$ cat src/rtl/sprite_pkg.sv
// Shared types and constants for the sprite pixel reader: RGB struct,
// palette index width, the see-through index and the power-up palette.
package sprite_pkg;

    localparam int IDX_W = 4;
    localparam logic [IDX_W-1:0] TRANSPARENT_IDX = 4'd0;

    typedef struct packed {
        logic [7:0] r;
        logic [7:0] g;
        logic [7:0] b;
    } rgb_t;

    localparam rgb_t DEFAULT_PALETTE [16] = '{
        24'h000000, 24'hFFFFFF, 24'hFF0000, 24'hFF8000,
        24'hFFFF00, 24'h00FF00, 24'h00FFFF, 24'h0000FF,
        24'h8000FF, 24'hFF00FF, 24'h808080, 24'hC0C0C0,
        24'h804000, 24'h004080, 24'h408000, 24'h202020
    };

endpackage

$ cat src/rtl/sprite_palette.sv
// Writable 16-entry colour palette: reset loads the default table,
// one write port, combinational read (a same-edge write is seen next cycle).
module sprite_palette
    import sprite_pkg::*;
(
    input  logic             Clk,
    input  logic             Reset,
    input  logic             we,
    input  logic [IDX_W-1:0] waddr,
    input  rgb_t             wdata,
    input  logic [IDX_W-1:0] raddr,
    output rgb_t             rdata
);

    rgb_t mem [16];

    // Palette storage: default load on reset, otherwise single-entry write
    always_ff @(posedge Clk) begin
        if (Reset) begin
            mem <= DEFAULT_PALETTE;
        end else if (we) begin
            mem[waddr] <= wdata;
        end
    end

    assign rdata = mem[raddr];

endmodule

$ cat src/rtl/sprite_pixel_reader.sv
// Three-stage pix_en-gated pipeline: drive the sprite index ROM, resolve the
// index through the palette, composite over background, count opaque pixels.
module sprite_pixel_reader
    import sprite_pkg::*;
#(
    parameter int ADDR_W       = 14,
    parameter int SPRITE_DEPTH = 16384,
    parameter int CNT_W        = 16
) (
    input  logic              Clk,
    input  logic              Reset,
    input  logic              pix_en,
    input  logic              frame_start,
    input  logic              in_blank,
    input  logic [9:0]        DrawX,
    input  logic [9:0]        DrawY,
    input  logic              is_sprite,
    input  logic [ADDR_W-1:0] sprite_addr,
    input  logic [23:0]       bg_rgb,
    output logic [ADDR_W-1:0] rom_addr,
    input  logic [IDX_W-1:0]  rom_data,
    input  logic              pal_we,
    input  logic [IDX_W-1:0]  pal_waddr,
    input  logic [23:0]       pal_wdata,
    output logic              out_valid,
    output logic [9:0]        out_X,
    output logic [9:0]        out_Y,
    output logic [7:0]        VGA_R,
    output logic [7:0]        VGA_G,
    output logic [7:0]        VGA_B,
    output logic [CNT_W-1:0]  opaque_cnt_last
);

    // One extra bit so a depth of exactly 2**ADDR_W is representable
    localparam logic [ADDR_W:0] DEPTH_LIM = (ADDR_W + 1)'(SPRITE_DEPTH);

    logic             s1_hit, s1_blank, s1_fs;
    rgb_t             s1_bg;
    logic [9:0]       s1_x, s1_y;
    logic             s2_hit, s2_blank, s2_fs;
    logic [IDX_W-1:0] s2_idx;
    rgb_t             s2_bg;
    logic [9:0]       s2_x, s2_y;
    logic [1:0]       fill;
    logic [CNT_W-1:0] run_cnt, run_next;
    rgb_t             pal_rgb, px_rgb;
    logic             opaque;

    sprite_palette u_palette (
        .Clk   (Clk),
        .Reset (Reset),
        .we    (pal_we),
        .waddr (pal_waddr),
        .wdata (pal_wdata),
        .raddr (s2_idx),
        .rdata (pal_rgb)
    );

    // Output colour selection and saturating next value of the opaque count
    always_comb begin
        px_rgb = 24'h000000;
        opaque = 1'b0;
        if (s2_blank) begin
            px_rgb = 24'h000000;
        end else if (s2_hit && (s2_idx != TRANSPARENT_IDX)) begin
            px_rgb = pal_rgb;
            opaque = 1'b1;
        end else begin
            px_rgb = s2_bg;
        end
        if (opaque && (run_cnt != {CNT_W{1'b1}})) begin
            run_next = run_cnt + CNT_W'(1);
        end else begin
            run_next = run_cnt;
        end
    end

    // Pipeline stages, output register and per-frame counter, all gated by pix_en
    always_ff @(posedge Clk) begin
        if (Reset) begin
            rom_addr        <= {ADDR_W{1'b0}};
            s1_hit          <= 1'b0;
            s1_blank        <= 1'b0;
            s1_fs           <= 1'b0;
            s1_bg           <= 24'h000000;
            s1_x            <= 10'd0;
            s1_y            <= 10'd0;
            s2_hit          <= 1'b0;
            s2_blank        <= 1'b0;
            s2_fs           <= 1'b0;
            s2_idx          <= {IDX_W{1'b0}};
            s2_bg           <= 24'h000000;
            s2_x            <= 10'd0;
            s2_y            <= 10'd0;
            VGA_R           <= 8'd0;
            VGA_G           <= 8'd0;
            VGA_B           <= 8'd0;
            out_X           <= 10'd0;
            out_Y           <= 10'd0;
            out_valid       <= 1'b0;
            fill            <= 2'd0;
            run_cnt         <= {CNT_W{1'b0}};
            opaque_cnt_last <= {CNT_W{1'b0}};
        end else if (pix_en) begin
            rom_addr <= sprite_addr;
            s1_hit   <= is_sprite && ({1'b0, sprite_addr} < DEPTH_LIM) && !in_blank;
            s1_blank <= in_blank;
            s1_fs    <= frame_start;
            s1_bg    <= bg_rgb;
            s1_x     <= DrawX;
            s1_y     <= DrawY;

            s2_idx   <= rom_data;
            s2_hit   <= s1_hit;
            s2_blank <= s1_blank;
            s2_fs    <= s1_fs;
            s2_bg    <= s1_bg;
            s2_x     <= s1_x;
            s2_y     <= s1_y;

            VGA_R     <= px_rgb.r;
            VGA_G     <= px_rgb.g;
            VGA_B     <= px_rgb.b;
            out_X     <= s2_x;
            out_Y     <= s2_y;
            out_valid <= (fill == 2'd2);
            if (fill != 2'd2) begin
                fill <= fill + 2'd1;
            end

            // The frame-start pixel still belongs to the frame being closed
            if (s2_fs) begin
                opaque_cnt_last <= run_next;
                run_cnt         <= {CNT_W{1'b0}};
            end else begin
                run_cnt <= run_next;
            end
        end else begin
            out_valid <= 1'b0;
        end
    end

endmodule

$ cat config.mk
export PLATFORM = sky130hd
export DESIGN_NAME = sprite_pixel_reader
export DESIGN_NICKNAME = d
export VERILOG_FILES = /design/src/rtl/sprite_pkg.sv /design/src/rtl/sprite_palette.sv /design/src/rtl/sprite_pixel_reader.sv
export SDC_FILE = /design/constraint.sdc
export NUM_CORES = 1
export LEC_CHECK = 0
export BUFFER_PORTS_ARGS = -buffer_cell sky130_fd_sc_hd__clkbuf_2
export CORE_ASPECT_RATIO = 0.6
export CORE_MARGIN = 3
export CORE_UTILIZATION = 60
export DETAILED_ROUTE_END_ITERATION = 12
export PLACE_DENSITY = 0.81
export RECOVER_POWER = 50
export SYNTH_ARGS = -nofsm -noshare
export SYNTH_HDL_FRONTEND = slang
export SYNTH_SLANG_ARGS = --single-unit
$ cat constraint.sdc
create_clock -name Clk -period 2.81 [get_ports Clk]
set_input_delay 0.4215 -clock Clk [delete_from_list [all_inputs] [get_ports Clk]]
set_output_delay 0.4215 -clock Clk [all_outputs]
set_load 0.1 [all_outputs]
======== Yosys cells after proc, flatten, opt, wreduce, memory -nomap -nowiden ========
Cells that the tools add are included.
cells by class
  add/subtract/negate cells ............... 2
  magnitude comparators ................... 3
  muxes and demuxes ....................... 12
  bitwise logic cells ..................... 3
  equality and inequality tests ........... 3
  reduce and logical (&&, ||, !) cells .... 9
operators with widths
  cell                                                                           number
  384-bit bitwise mux                                                            1
  24-bit two-way mux                                                             5
  24-bit binary-select mux with 4-bit select                                     1
  24-bit demux with 4-bit select                                                 1
  16-bit two-way mux                                                             2
  16-bit by 1-bit adder with 16-bit output (second input constant)               1
  16-bit != test (second input constant)                                         1
  5-bit greater-or-equal comparator (second input constant)                      2
  4-bit NOT with 5-bit output                                                    2
  5-bit by 1-bit less-than comparator with 1-bit output (second input constant)  1
  1-bit logical AND                                                              4
  2-bit AND reduction                                                            2
  4-bit nonzero test                                                             1
  2-bit by 1-bit adder with 2-bit output (second input constant)                 1
  2-bit == test (second input constant)                                          1
  1-bit two-way mux                                                              2
  2-bit != test (second input constant)                                          1
  2-bit OR reduction                                                             1
  1-bit logical NOT                                                              1
  1-bit NOT                                                                      1
word-level totals
  output and inout port bits .............. 75
  logic and storage cells ................. 107
  register bits after elaboration ......... 575
  input port bits ......................... 97

======== Logic depth before layout (Yosys ltp) ========
  depth after elaboration ................. 7
  gate-level depth with buffers ........... 8
  gate-level depth less buffers ........... 6

======== Modules after synthesis ========
From an unflattened synthesis, not the netlist that was laid out.
second synthesis, totals
  cells, all modules ...................... 2669
  area, all modules ....................... 25309.3 sq um
modules (own cells, without submodules)
  module               seq. area each (sq um)  cells an instance  area an instance (sq um)  instances
  sprite_palette       7687.4                  1851               17340.4                   1
  sprite_pixel_reader  3823.7                  818                7968.9                    1

======== Least setup slack after synthesis ========
OpenSTA, ideal clock, no wires.
  path type ............................... reg2reg
  start point ............................. register s2_idx[0]
  end point ............................... register VGA_B[0]
  path buffers ............................ 3
  setup time .............................. 0.122 ns
  period minus slack after synthesis ...... 2.100 ns
  data required time ...................... 2.688 ns
  stages on the path, launching flop included .. 8
  arrival ................................. 1.978 ns
  path slack .............................. 0.710 ns
  cells stage by stage .................... dfxtp_1 > buf_2 > buf_2 > buf_2 > mux4_2 > mux2_2 > o22ai_1 > a21oi_1
between the ends
  longest elaborated chain between the ends .. 6
  elaborated cells on any way between the ends .. 8
  those cells by class .................... mux (5); bitwise (1); reduce/logical (2)
ends and longest elaborated chain
  element                                                 line                        RTL
  start: declaration                                      sprite_pixel_reader.sv:41   logic [IDX_W-1:0] s2_idx;
  start signal: assignment                                sprite_pixel_reader.sv:91   s2_idx <= {IDX_W{1'b0}};
  start signal: assignment                                sprite_pixel_reader.sv:113  s2_idx <= rom_data;
  4-bit NOT with 5-bit output (not written as such)       sprite_palette.sv:26        assign rdata = mem[raddr];
  24-bit binary-select mux with 4-bit select              sprite_palette.sv:26
  24-bit two-way mux (not written as such) (2 in series)  sprite_palette.sv:26
  24-bit two-way mux *                                    sprite_pixel_reader.sv:65   end else if (s2_hit && (s2_idx != TRANSPARENT_IDX)) begin
  24-bit two-way mux *                                    sprite_pixel_reader.sv:63   if (s2_blank) begin
  end signal: assignment                                  sprite_pixel_reader.sv:123  VGA_B <= px_rgb.b;
  end: declaration                                        sprite_pixel_reader.sv:30   output logic [7:0] VGA_B,
Mark *: on every way between the ends. The rest lies on a longest branch, timed or not. The select of a mux whose other input is x is not followed.
A chain may end at the register's enable or synchronous reset.

======== Worst setup path in the final report ========
  start point ............................. register run_cnt[0]
  end point ............................... register run_cnt[14]
between the ends
  longest elaborated chain between the ends .. 4
  elaborated cells on any way between the ends .. 5
  those cells by class .................... add/sub (1); eq/ne (1); mux (2); reduce/logical (1)
ends and longest elaborated chain
  element                                                                                           line                        RTL
  start: declaration                                                                                sprite_pixel_reader.sv:45   logic [CNT_W-1:0] run_cnt, run_next;
  start signal: assignment                                                                          sprite_pixel_reader.sv:102  run_cnt <= {CNT_W{1'b0}};
  start signal: assignment                                                                          sprite_pixel_reader.sv:134  run_cnt <= {CNT_W{1'b0}};
  start signal: assignment                                                                          sprite_pixel_reader.sv:136  run_cnt <= run_next;
  parallel branches: the longest is 2 deep, another holds 16-bit by 1-bit adder with 16-bit output  -
  16-bit two-way mux *                                                                              sprite_pixel_reader.sv:71   if (opaque && (run_cnt != {CNT_W{1'b1}})) begin
  16-bit two-way mux *                                                                              sprite_pixel_reader.sv:132  if (s2_fs) begin
Every way passes the cells marked *.

==> run metrics <==
critical-path cell list=ha_1 > nand4_1 > nor4_2 > nand4_1 > nor4bb_1 > or3_1; die outline height=162 um; data required time of the critical path=3260 ps; area leader, netlist=sky130_fd_sc_hd__dfxtp_1; die width=266 um; vias in the first global route=20500; Critical path buffers and inverters=0; half-perimeter wire length of the detailed placement result=44.1 mm; result of the run=finished with violations; net count reported at finish=2869; maximum resistive drop on vdd=0.609 mV; depth of the CTS H-tree=2; number of hold violations in the final report=0; clock tree from TritonCTS=yes; net count of the mapped netlist=2832; clock input transition at the sequential cells of the worst setup and hold paths=70 ps; minimum clock period after layout=2410 ps; final slew viol count=79; number of enable flip-flop cells after synthesis=0; area delta synth->final=11.7%; Max Fclk=415 MHz; startpoint of the worst register-to-register path=run_cnt[0]; initial antenna violation count=0; startpoint of the most critical hold path=bg_rgb[0]; count of placed standard cells including taps=3242; number of maximum-capacitance constraint violations=1; maximum fanout along the worst path=6; pwr/cell area=616 mW/mm2; final design area excluding fillers=0.0272 mm2; DRC violations left=0; Post-CTS Setup Bufs=0; largest cells by area after synthesis=sky130_fd_sc_hd__dfxtp_1 (47%), sky130_fd_sc_hd__nand2_1 (12%), sky130_fd_sc_hd__mux4_2 (8.9%); Cells after Synth=2733; number of gates given a new drive strength after cts=0; Pre-antenna DRT Iters=8; Clock Sinks=575; pin count of the biggest net entering global routing=124; GRT Residual Overflow=0; normalized max-slew margin=-0.218; flops & latches, synth=575; final worst-path cycle share=0.858; Buffers on Ports=171; first-iteration detailed-routing DRC count=2598; Inserted Clock Buffers=48; worst setup path start=run_cnt[0]; Std-Cell Rows=56; transition at the pin with the smallest max-transition slack=1830 ps; CTS Root Buffer Type=sky130_fd_sc_hd__clkbuf_16; family with the most delay on the worst path=simple AND/OR/NAND/NOR gates; Die Outline Area=0.0431 mm2; most prevalent standard cell on the critical path=sky130_fd_sc_hd__nand4_1; number of antenna diodes=0; distinct cell type count of the synthesized netlist=49; share of synthesized area occupied by flip-flops and latches=0.473; category of the most critical setup path=reg -> reg; vias per std cell=6.23; CP peak stage delay=520 ps; final weighted congestion in routability-driven placement=0.843; average cell area after synthesis=8.90 um2; hold buffers post-CTS=0; Min-Delay Path Class=in -> reg; accumulated negative setup slack=0 ps; cell area after synthesis=0.0243 mm2; first-pass GRT wire length=112 mm; slowest cell on the critical path=sky130_fd_sc_hd__nor4_2; Lkg Pwr=10.6 nW; Final Routed Wirelength=71.8 mm; routed wire length per instance=21.5 um; critical path endpoint category=register; Finished Layout Cells=3331; aggregate global-route resource usage=0.326; RSZ-0062 raised after global routing=no; number of nets still failing antenna checks after routing=0; critical path startpoint category=register; ratio of cells with drive above 1 in the final layout=0.176; starting utilization of the core area=0.616; Placeable Area=0.0395 mm2; share of the synthesized area in the top cell type=0.473; final setup violation count=0; failing checks=max-capacitance violations, max-slew violations; yosys synthesis warning count=0; maximum root-to-sink buffer count=3; Area after DPL=0.0257 mm2; clock skew after layout=14.9 ps; clock network latency to the later pin of the worst-skew pair=580 ps; worst hold slack=83.8 ps; Boundary Pins=172; flip-flop cell with the highest count after synthesis=sky130_fd_sc_hd__dfxtp_1; arrival time at the worst endpoint=2860 ps; via count=20800; asr flop ratio synth=0
-- routing by layer --
| metal | vias up | GRT usage | share of wire | wire [um] |
|---|---|---|---|---|
| met4 | 0 | 0.129 | 0.038 | 2700 |
| met2 | 1204 | 0.526 | 0.46 | 33200 |
| met1 | 10000 | 0.432 | 0.39 | 28100 |
| li1 | 9291 | - | - | - |
| met3 | 247 | 0.0715 | 0.11 | 7790 |
| met5 | - | 0 | 0 | 0 |
-- placed cells by master, fill, tap and decap left out, drive strengths merged, types with 8 or more instances in the layout --
| cell type | instances |
|---|---|
| a21o | 24 |
| nand3b | 137 |
| clkbuf | 259 |
| dfxtp | 575 |
| nor3 | 14 |
| o22ai | 24 |
| xnor2 | 10 |
| nand2b | 45 |
| o21ai | 25 |
| mux2i | 133 |
| a31oi | 8 |
| nand3 | 10 |
| mux2 | 48 |
| nand2 | 789 |
| a211oi | 16 |
| nor2 | 167 |
| mux4 | 96 |
| or3 | 9 |
| a21oi | 280 |
| nor4 | 9 |
| buf | 65 |
| nand4 | 10 |
-- report_power, final --
group          switching, mW  internal [mW]
combinational          0.971          0.554
sequential             0.117           8.33
clock                   3.06           3.70
total                   4.15           12.6
-- flip-flops by register name, summed over array words and instances, names as in the netlist, 2 cells and up --
signal,count
rom_addr,14
VGA_B,8
s2_bg,24
s2_idx,4
s2_y,10
s2_x,10
fill,2
s1_bg,24
VGA_G,8
s1_x,10
u_palette.mem,384
run_cnt,16
s1_y,10
out_Y,10
out_X,10
opaque_cnt_last,16
VGA_R,8
-- stage by stage --
step / setup slack, ps / util / power (mW)
after global placement: 535 / 0.649 / 10.1
after floorplan: 710 / - / 9.72
after global routing: 241 / 0.688 / 17.2
after detailed placement: 509 / 0.649 / 10.1
final: 399 / 0.688 / 16.7
after CTS: 478 / 0.689 / 16.7
-- cell families after synthesis --
kind of cell / after synthesis / share of synthesized area
multiplexers: 277 / 0.166
buffers and inverters: 258 / 0.0413
adder cells (fa/ha/maj): 2 / 0.00103
XOR/XNOR: 15 / 0.00540
AO/OA/AOI/OAI: 384 / 0.0862
AND/OR/NAND/NOR: 1222 / 0.227
flip-flops: 575 / 0.473
-- synthesized netlist by cell type, types with 5 or more instances --
master and count:
sky130_fd_sc_hd__nor3_1 11, sky130_fd_sc_hd__mux4_2 96, sky130_fd_sc_hd__buf_2 22, sky130_fd_sc_hd__buf_1 25
sky130_fd_sc_hd__or3_1 9, sky130_fd_sc_hd__nand3_1 10, sky130_fd_sc_hd__clkbuf_1 208, sky130_fd_sc_hd__o22ai_1 24
sky130_fd_sc_hd__a21o_1 24, sky130_fd_sc_hd__nor2_1 167, sky130_fd_sc_hd__nand2b_1 45, sky130_fd_sc_hd__mux2_2 48
sky130_fd_sc_hd__mux2i_1 133, sky130_fd_sc_hd__nand3b_1 137, sky130_fd_sc_hd__xnor2_1 10, sky130_fd_sc_hd__o21ai_0 25
sky130_fd_sc_hd__nand2_1 789, sky130_fd_sc_hd__nor2b_1 7, sky130_fd_sc_hd__a21oi_1 280, sky130_fd_sc_hd__xor2_1 5
sky130_fd_sc_hd__nand4_1 10, sky130_fd_sc_hd__a211oi_1 14, sky130_fd_sc_hd__dfxtp_1 575, sky130_fd_sc_hd__a31oi_1 8
-- path summary, 6_finish.rpt --
check        cells after the start  slack, ps            endpoint
min reg2reg                      2        450  u_palette.mem[324]
min                              3         80            s1_bg[0]
max                              6        400         run_cnt[14]
max reg2reg                      6        400         run_cnt[14]
-- final cells by class --
type	instances	area (um2)
Multi-Input combinational cell	1900	11900
Tap cell	522	653
Inverter	1	3.75
Clock inverter	9	52.6
Sequential cell	575	11500
Timing Repair Buffer	244	1550
Clock buffer	80	1520
Fill cell	2925	12300
-- worst min-delay path, stage by stage --
cell	delay [ps]
sky130_fd_sc_hd__clkbuf_2	80
sky130_fd_sc_hd__mux2i_1	50
sky130_fd_sc_hd__nor2_1	70
No activity file was read; power rests on OpenSTA's default activity.
